$ cat src/rtl/frame_scheduler_pkg.sv
// Shared types and constants for the frame-atomic round-robin scheduler.
package frame_sched_pkg;
    typedef enum logic [1:0] {ST_ARB, ST_BURST, ST_PAD} sched_state_t;

    localparam int WORD_W             = 32;
    localparam int FRAME_PAYLOAD_BITS = 96;
    localparam logic [WORD_W-1:0] PAD_WORD_DEFAULT = 32'h5555_5555;

    // Index width that stays legal for a single requester.
    function automatic int idx_w(int n);
        return (n > 1) ? $clog2(n) : 1;
    endfunction
endpackage

$ cat src/rtl/frame_scheduler_if.sv
// Requester and framer-side stream signals plus scheduler status.
interface frame_scheduler_if #(parameter int N_REQ = 2);
    localparam int IW = frame_sched_pkg::idx_w(N_REQ);

    logic [N_REQ-1:0]                        req_valid;
    logic [frame_sched_pkg::WORD_W*N_REQ-1:0] req_data;
    logic [N_REQ-1:0]                        req_ready;
    logic                                    out_valid;
    logic [frame_sched_pkg::WORD_W-1:0]       out_data;
    logic                                    out_ready;
    logic [IW-1:0]                           grant_id;
    logic                                    frame_active;
    logic                                    pad_event;
    logic [15:0]                             pad_count;

    modport master (
        input  req_valid, req_data, out_ready,
        output req_ready, out_valid, out_data, grant_id, frame_active, pad_event, pad_count
    );
    modport slave (
        output req_valid, req_data, out_ready,
        input  req_ready, out_valid, out_data, grant_id, frame_active, pad_event, pad_count
    );
endinterface

$ cat src/rtl/frame_scheduler_rr_arbiter.sv
// Combinational round-robin pick: first request at or after ptr, wrapping.
module rr_arbiter import frame_sched_pkg::*; #(
    parameter int N = 2,
    localparam int IW = idx_w(N)
) (
    input  logic [N-1:0]  req,
    input  logic [IW-1:0] ptr,
    output logic [N-1:0]  gnt,
    output logic [IW-1:0] idx,
    output logic          any
);
    int j;

    always_comb begin
        gnt = '0;
        idx = '0;
        any = 1'b0;
        j   = 0;
        for (int k = 0; k < N; k++) begin
            j = int'(ptr) + k;
            if (j >= N) j = j - N;
            if (!any && req[j]) begin
                any    = 1'b1;
                gnt[j] = 1'b1;
                idx    = IW'(j);
            end
        end
    end
endmodule

$ cat src/rtl/frame_scheduler.sv
// Grants one requester per frame payload; pads the frame tail if the grantee starves.
module frame_scheduler import frame_sched_pkg::*; #(
    parameter int                N_REQ           = 2,
    parameter int                WORDS_PER_FRAME = 3,
    parameter int                STALL_TIMEOUT   = 64,
    parameter logic [WORD_W-1:0] PAD_WORD        = PAD_WORD_DEFAULT
) (
    input  logic               clk,
    input  logic               rst,
    frame_scheduler_if.master  bus
);
    localparam int IW  = idx_w(N_REQ);
    localparam int WCW = $clog2(WORDS_PER_FRAME + 1);
    localparam int SCW = $clog2(STALL_TIMEOUT + 1);
    localparam logic [WCW-1:0] LAST_WORD  = WCW'(WORDS_PER_FRAME - 1);
    localparam logic [SCW-1:0] STALL_LAST = SCW'(STALL_TIMEOUT - 1);
    localparam logic [SCW-1:0] STALL_MAX  = SCW'(STALL_TIMEOUT);

    sched_state_t      state, state_next;
    logic [IW-1:0]     rr_ptr, grant_id, next_ptr, arb_idx;
    logic [N_REQ-1:0]  arb_gnt, grant_oh, req_ready;
    logic              arb_any;
    logic [WCW-1:0]    word_cnt;
    logic [SCW-1:0]    stall_cnt;
    logic [15:0]       pad_count;
    logic              pad_event;
    logic [WORD_W-1:0] data_arr [N_REQ];
    logic [WORD_W-1:0] out_data;
    logic              out_valid, g_valid, xfer, starved, last_word, timeout;

    for (genvar i = 0; i < N_REQ; i++) begin : g_unpack
        assign data_arr[i] = bus.req_data[WORD_W*i +: WORD_W];
    end

    rr_arbiter #(.N(N_REQ)) u_arb (
        .req (bus.req_valid),
        .ptr (rr_ptr),
        .gnt (arb_gnt),
        .idx (arb_idx),
        .any (arb_any)
    );

    assign g_valid   = |(bus.req_valid & grant_oh);
    assign last_word = (word_cnt == LAST_WORD);
    assign timeout   = (stall_cnt == STALL_LAST);
    assign next_ptr  = (grant_id == IW'(N_REQ - 1)) ? '0 : grant_id + IW'(1);

    always_ff @(posedge clk or posedge rst) begin
        if (rst) state <= ST_ARB;
        else     state <= state_next;
    end

    always_comb begin
        state_next = state;
        out_valid  = 1'b0;
        out_data   = '0;
        req_ready  = '0;
        xfer       = 1'b0;
        starved    = 1'b0;
        case (state)
            ST_ARB: begin
                if (arb_any) state_next = ST_BURST;
            end
            ST_BURST: begin
                out_valid = g_valid;
                out_data  = data_arr[grant_id];
                req_ready = grant_oh & {N_REQ{bus.out_ready}};
                xfer      = g_valid & bus.out_ready;
                starved   = !g_valid;
                if (xfer && last_word)     state_next = ST_ARB;
                else if (starved && timeout) state_next = ST_PAD;
            end
            ST_PAD: begin
                out_valid = 1'b1;
                out_data  = PAD_WORD;
                xfer      = bus.out_ready;
                if (xfer && last_word) state_next = ST_ARB;
            end
            default: state_next = ST_ARB;
        endcase
    end

    always_ff @(posedge clk or posedge rst) begin
        if (rst) begin
            rr_ptr    <= '0;
            grant_id  <= '0;
            grant_oh  <= '0;
            word_cnt  <= '0;
            stall_cnt <= '0;
            pad_count <= '0;
            pad_event <= 1'b0;
        end else begin
            pad_event <= (state == ST_BURST) && (state_next == ST_PAD);
            case (state)
                ST_ARB: begin
                    if (arb_any) begin
                        grant_id  <= arb_idx;
                        grant_oh  <= arb_gnt;
                        word_cnt  <= '0;
                        stall_cnt <= '0;
                    end
                end
                ST_BURST: begin
                    // Backpressure with valid held high neither counts nor clears.
                    if (xfer) begin
                        word_cnt  <= word_cnt + WCW'(1);
                        stall_cnt <= '0;
                    end else if (starved && stall_cnt != STALL_MAX) begin
                        stall_cnt <= stall_cnt + SCW'(1);
                    end
                    if (xfer && last_word) rr_ptr <= next_ptr;
                end
                ST_PAD: begin
                    if (xfer) begin
                        word_cnt <= word_cnt + WCW'(1);
                        if (last_word) begin
                            rr_ptr <= next_ptr;
                            if (pad_count != 16'hFFFF) pad_count <= pad_count + 16'd1;
                        end
                    end
                end
                default: ;
            endcase
        end
    end

    assign bus.req_ready    = req_ready;
    assign bus.out_valid    = out_valid;
    assign bus.out_data     = out_data;
    assign bus.grant_id     = grant_id;
    assign bus.frame_active = (state != ST_ARB);
    assign bus.pad_event    = pad_event;
    assign bus.pad_count    = pad_count;
endmodule

$ cat src/flat_wrapper.sv
// flat-port wrapper written by rule: the top's interface ports become plain ports
module frame_scheduler_flat import frame_sched_pkg::*;
#(
    parameter int                N_REQ           = 2,
    parameter int                WORDS_PER_FRAME = 3,
    parameter int                STALL_TIMEOUT   = 64,
    parameter logic [WORD_W-1:0] PAD_WORD        = PAD_WORD_DEFAULT
)
  (clk, rst, bus_req_valid, bus_req_data, bus_out_ready, bus_req_ready, bus_out_valid, bus_out_data, bus_grant_id, bus_frame_active, bus_pad_event, bus_pad_count);
  frame_scheduler_if #(.N_REQ(N_REQ)) bus_i ();
  input  logic clk;
  input  logic rst;
  input wire logic [$bits(bus_i.req_valid)-1:0] bus_req_valid;
  input wire logic [$bits(bus_i.req_data)-1:0] bus_req_data;
  input wire logic [$bits(bus_i.out_ready)-1:0] bus_out_ready;
  output wire logic [$bits(bus_i.req_ready)-1:0] bus_req_ready;
  output wire logic [$bits(bus_i.out_valid)-1:0] bus_out_valid;
  output wire logic [$bits(bus_i.out_data)-1:0] bus_out_data;
  output wire logic [$bits(bus_i.grant_id)-1:0] bus_grant_id;
  output wire logic [$bits(bus_i.frame_active)-1:0] bus_frame_active;
  output wire logic [$bits(bus_i.pad_event)-1:0] bus_pad_event;
  output wire logic [$bits(bus_i.pad_count)-1:0] bus_pad_count;
  assign bus_i.req_valid = bus_req_valid;
  assign bus_i.req_data = bus_req_data;
  assign bus_i.out_ready = bus_out_ready;
  assign bus_req_ready = bus_i.req_ready;
  assign bus_out_valid = bus_i.out_valid;
  assign bus_out_data = bus_i.out_data;
  assign bus_grant_id = bus_i.grant_id;
  assign bus_frame_active = bus_i.frame_active;
  assign bus_pad_event = bus_i.pad_event;
  assign bus_pad_count = bus_i.pad_count;
  frame_scheduler #(.N_REQ(N_REQ), .WORDS_PER_FRAME(WORDS_PER_FRAME), .STALL_TIMEOUT(STALL_TIMEOUT), .PAD_WORD(PAD_WORD)) u_core (.clk(clk), .rst(rst), .bus(bus_i));
endmodule
$ cat config.mk
export PLATFORM = sky130hd
export DESIGN_NAME = frame_scheduler_flat
export DESIGN_NICKNAME = d
export VERILOG_FILES = /design/src/rtl/frame_scheduler_pkg.sv /design/src/rtl/frame_scheduler_if.sv /design/src/rtl/frame_scheduler_rr_arbiter.sv /design/src/rtl/frame_scheduler.sv /design/src/flat_wrapper.sv
export SDC_FILE = /design/constraint.sdc
export NUM_CORES = 1
export LEC_CHECK = 0
export CAP_MARGIN = 40
export CORE_AREA = 2 2 76 71
export CTS_CLUSTER_SIZE = 8
export DETAILED_ROUTE_END_ITERATION = 8
export DIE_AREA = 0 0 78 73
export DONT_BUFFER_PORTS = 1
export PLACE_DENSITY = 0.64
export SYNTH_ARGS = -nofsm -noshare
export SYNTH_HDL_FRONTEND = slang
export SYNTH_SLANG_ARGS = --single-unit
$ cat constraint.sdc
create_clock -name clk -period 2.2 [get_ports clk]
set_clock_uncertainty 0.1 [all_clocks]
set_input_delay 0.22 -clock clk [delete_from_list [all_inputs] [get_ports clk]]
set_output_delay 0.22 -clock clk [all_outputs]
set_load 0.03 [all_outputs]
* After elaboration in Yosys (flattened, before gate mapping)
Index checks and enable logic that the tools add are counted.
** Storage, ports and cells
- Word-level logic and storage cells :: 106
- Flip-flop bits (word level) :: 32
** Cells by class
- Bitwise gates (word level) :: 5
- Reductions and logical operators :: 23
- Equal/unequal tests :: 13
- Multiplexer cells :: 43
- $add $sub $neg :: 7
- Magnitude comparators :: 7
** Operators by type and width (number)
- $mux W32 :: 5
- $ge A32 B1 Y1 const B :: 2
- $lt A32 B3 Y1 const B :: 2
- $pmux W32 S2 :: 1
- $mux W7 :: 3
- $mux W2 :: 9
- $mux W1 :: 17
- $add A16 B1 Y16 const B :: 1
- $ne A16 B16 Y1 const B :: 1
- $pmux W7 S2 :: 1
- $logic_and A1 B1 Y1 :: 9
- $ne A2 B1 Y1 const B :: 4
- $reduce_and A4 Y1 :: 2
- $reduce_bool A2 Y1 :: 4
- $add A7 B1 Y7 const B :: 1
- $eq A7 B6 Y1 const B :: 1
- $ne A7 B7 Y1 const B :: 1
- $eq A2 B2 Y1 const B :: 3
- $pmux W1 S2 :: 3
- $pmux W2 S3 :: 1
- $reduce_and A3 Y1 :: 2
- $and A2 B2 Y2 :: 2
- $ge A2 B2 Y1 const B :: 2
- $pmux W2 S2 :: 1
- other kinds (17) :: 20

* Logic depth before layout (Yosys ltp)
- Word-level depth :: 13
- Mapped depth :: 9
- Gate-level depth less buffers :: 7

* Modules after synthesis
A second synthesis with hierarchy kept.
** Second synthesis, totals
- Cells, all modules :: 278
- Area total of the unflattened synthesis :: 2592.5 um2
** By module, submodules not included
- frame_scheduler :: area each 2560.0 um2, cells an instance 273, times used 1, sequential area each 800.8 um2
- rr_arbiter :: area each 32.5 um2, cells an instance 5, times used 1, sequential area each 0.0 um2

* Least setup slack after synthesis
OpenSTA, ideal clock, no wires.
- Kind :: flip-flop to flip-flop
- From :: register u_core.state[1]
- To :: register u_core.stall_cnt[6]
- Cell stages (with the launch flop) :: 10
- Path buffers :: 2
- Slack :: 0.030 ns
- Arrival :: 1.967 ns
- Cells stage by stage :: dfrtp_1 inv_1 ha_1 buf_2 inv_1 or3_2 o221ai_2 or2_1 buf_6 o41ai_2
** On the way
- Cells in the longest elaborated chain, start to end :: 5
** Ends and longest elaborated chain
- from (decl) :: line frame_scheduler.sv:19 : sched_state_t state, state_next;
- from (signal assigned) :: line frame_scheduler.sv:50 : else state <= state_next;
- $eq A2 B1 Y1 :: line frame_scheduler.sv:60, frame_scheduler.sv:94
- $mux W1 :: line frame_scheduler.sv:60 : case (state)
- $logic_and A1 B1 Y1 :: line frame_scheduler.sv:108 : end else if (starved && stall_cnt != STALL_MAX) begin
- $ne A3 B2 Y1 (no line)
- $reduce_and A3 Y1 (no line)
- to (signal assigned) :: line frame_scheduler.sv:109 : stall_cnt <= stall_cnt + SCW'(1);
- to (decl) :: line frame_scheduler.sv:24 : logic [SCW-1:0] stall_cnt;
Parallel ways exist; a longest one is shown, timed or not.
A chain may end at the register's enable or synchronous reset.

* Final worst setup path
- From :: register u_core.state[0]
- To :: output port bus_out_data[6]
** On the way
- Cells in the longest elaborated chain, start to end :: 2
** Ends and longest elaborated chain
- $eq A2 B2 Y1 or $eq A2 B1 Y1 (tied branches) :: line frame_scheduler.sv:60
- $pmux W32 S2 * :: line frame_scheduler.sv:60
- to (decl) :: line flat_wrapper.sv:18 : output wire logic [$bits(bus_i.out_data)-1:0] bus_out_data;
Mark *: on every way between the ends. The rest lies on a longest branch, timed or not.

==> impl_metrics.py <==
metrics = {
    "run_status": {
        "status": "finished clean",
    },
    "finish": {
        "postLayoutCoreUtil_pct": 59.9,
        "syn_to_final_growth_pct": 26.7,
        "fin_nets": 410,
        "fillCellCount": 454,
        "layout-drive-gt1-share_pct": 29.0,
        "multi_input_area_um2": 1480,
        "diodes": 0,
        "seq_area_um2": 805,
    },
    "power": {
        "p_clk_share_pct": 15.9,
        "p_switching_mw": 1.66,
        "peakVddDrop_v": 0.000864,
        "intPower_mw": 1.88,
        "fin_total_pwr_mw": 3.54,
        "p_sw_share_pct": 47.0,
        "leakagePower_nw": 1.42,
        "seqPwrFrac_pct": 22.8,
        "power_density_nw_per_um2": 1180,
        "combPwrFrac_pct": 61.4,
    },
    "global_route": {
        "grt_util_all_layers_pct": 20.2,
        "grt_max_degree": 33,
        "grt_pass1_vias": 1982,
        "grt-ovfl-total": 0,
        "grt_pass1_wl_um": 9160,
        "antenna_found_initial": 0,
    },
    "critical_path": {
        "startpoint_type": "flop",
        "cp.required_ns": 1.88,
        "crit_path_end_kind": "output port",
        "cp_max_fo": 9,
        "criticalPathCategory": "reg2out",
        "critPathArrivalTime_ns": 1.78,
    },
    "yosys": {
        "synth_area_leader_cell": "dfrtp_1",
        "synth_area_um2": 2360,
        "syn-num-nets": 356,
        "ys_async_sr_fraction_pct": 100,
        "netlist.area_leader.share_pct": 33.9,
        "seq_area_frac_synth_pct": 33.9,
        "synth-seq-cells": 32,
        "synth.area.top_cells": "dfrtp_1, mux2_2, nor2_1, mux2i_1, a21oi_1",
        "synth-edff-count": 0,
        "yosys-top-cells-count": "nor2_1, dfrtp_1, a21oi_1",
        "yosysMostFrequentCell": "nor2_1",
        "syn_inst": 279,
        "syn_avg_cell_area_um2": 8.48,
        "yosysUniqueCellTypes": 45,
        "synth_ff_type": "dfrtp_1",
        "yosys_warnings": 0,
    },
    "clock_network": {
        "cts_sinks": 32,
        "clock_latency_ns": 0.29,
        "cts_tree": "yes",
        "cts_buffer_depth": 2,
        "cts_root_buf": "clkbuf_8",
        "htree_num_levels": 2,
        "clk_pin_slew_ns": 0.07,
        "cts_buffers": 5,
    },
    "timing": {
        "fmaxAchievable_ghz": 0.477,
        "setup_viol": 0,
        "finalHoldViolCount": 0,
        "maxSlewHeadroom_pct": 70.8,
        "drv_slew": 0,
        "fin_ws_ns": 0.102,
        "rsz0062_at_grt": "true",
        "min_period_ns": 2.10,
        "tightest_slew_ns": 0.438,
        "holdWs_ns": 0.0438,
        "finalSetupTns_ns": 0,
        "fin_crit_sh_pct": 95.4,
    },
    "route": {
        "wl_per_cell_um": 14.8,
        "detail-route-antenna-nets": 0,
        "via_count": 2214,
        "drt_iter0_drc": 70,
        "drc": 0,
        "vias_per_cell": 5.52,
        "first_pass_iters": 4,
        "wirelength_um": 5920,
    },
    "hold_path": {
        "min-delay-path-class": "in2reg",
    },
    "die": {
        "core-area_um2": 5000,
        "io_pins": 123,
        "dieArea_um2": 5690,
        "fp-row-count": 25,
        "die_w_um": 78,
        "start_util_pct": 47.3,
        "die_h_um": 73,
    },
    "placement": {
        "gp_congestion": 0.811,
        "numPortBuffers": 0,
        "post-place-ws_ns": 0.112,
        "dpl.hpwl_um": 4360,
    },
    "job": {
        "drv_cap": 0,
    },
}
[final cells by class]
cell class	count	share of cell area, %
Tap cell	67	2.80
Timing Repair Buffer	60	15.4
Multi-Input combinational cell	222	49.3
Sequential cell	32	26.8
Timing Repair inverter	2	0.501
Clock buffer	5	2.30
Clock inverter	3	1.42
Inverter	10	1.38
[cells by family (layout without fill, tap and decap cells)]
logic type | after synthesis | count (layout) | share of synthesized area, %
and+or+nand+nor | 113 | 113 | 22.3
AOI/OAI and AO/OA | 56 | 56 | 15.4
muxes | 34 | 34 | 15.3
DFF | 32 | 32 | 33.9
buffers and inverters | 25 | 80 | 4.82
xor gates and xnor gates | 11 | 11 | 4.07
adders and majority gates | 8 | 8 | 4.23
[registers in the layout, summed over array words and instances, names as in the netlist]
signal                cells
u_core.rr_ptr             1
u_core.stall_cnt          7
u_core.bus.pad_event      1
u_core.bus.pad_count     16
u_core.word_cnt           2
u_core.grant_oh           2
u_core.bus.grant_id       1
u_core.state              2
[layout by cell type, fill, tap and decap left out, types with 4 or more instances in the layout]
cell | synthesis | final
clkinvlp_4 | 0 | 4
nand2_1 | 19 | 18
mux2i_1 | 16 | 16
and3_1 | 8 | 8
mux2_2 | 18 | 18
a21oi_1 | 22 | 21
inv_1 | 10 | 9
o21ai_0 | 11 | 11
nand4_1 | 4 | 4
o31ai_1 | 5 | 5
nand3_1 | 11 | 11
buf_4 | 0 | 56
xor2_1 | 8 | 8
clkbuf_8 | 0 | 5
nor2_1 | 53 | 53
ha_1 | 8 | 8
dfrtp_1 | 32 | 31
[routing by layer]
layer | vias to the layer above | global-route usage [%] | wire length (um)
met3 | 7 | 5.69 | 379
met4 | 0 | 7.02 | 68
li1 | 1100 | - | -
met1 | 1030 | 25.4 | 2530
met5 | - | 0 | 0
met2 | 77 | 33.7 | 2950
[power groups by stage]
stage	Clock, mW	Sequential (mW)	Combinational (mW)
6_report	0.563	0.805	2.17
3_3_place_gp	0	0.803	2.04
4_1_cts	0.578	0.799	2.10
5_1_grt	0.602	0.827	2.35
2_1_floorplan	0	0.751	1.56
3_5_place_dp	0	0.808	2.06
[worst max-delay path: stages (launching register included)]
cell and delay [ns]:
dfrtp_1 0.38, inv_1 0.09, ha_1 0.34, buf_6 0.18
clkinvlp_4 0.19, nor2_1 0.14, buf_4 0.17
[per-stage QoR]
| stage | instance area (um^2) | std cells |
|---|---|---|
| after floorplan | 2360 | 279 |
| after global placement | 2800 | 388 |
| after detailed placement | 2800 | 388 |
| after CTS | 2950 | 399 |
| after global routing | 3000 | 401 |
| final | 3000 | 401 |
[final timing paths]
path	from	to	slack, ns	depth (start not counted)
setup reg to reg	u_core.state[0]$_DFF_PP0_	u_core.bus.pad_count[13]$_DFFE_PP0P_	0.12	7
min in group asynchronous	rst	u_core.stall_cnt[3]$_DFFE_PP0P_	0.36	3
max in group asynchronous	rst	u_core.bus.grant_id$_DFFE_PP0P_	1.30	3
setup / recovery	u_core.state[0]$_DFF_PP0_	bus_out_data[6]	0.10	6
hold / removal	bus_req_valid[1]	u_core.grant_oh[1]$_DFFE_PP0P_	0.04	2
hold reg to reg	u_core.rr_ptr$_DFFE_PP0P_	u_core.rr_ptr$_DFFE_PP0P_	0.42	2
[timing repair]
| action | in CTS | in global routing |
|---|---|---|
| hold buffers | 2 | 0 |
| resized for setup | 3 | 9 |
| setup endpoints to repair | 32 | 33 |
| hold endpoints to repair | 35 | 0 |
| buffers inserted | 0 | 1 |
| pin swaps | 0 | 0 |
| gates cloned | 1 | 1 |
Note: power is estimated with default switching activity, not from simulation.
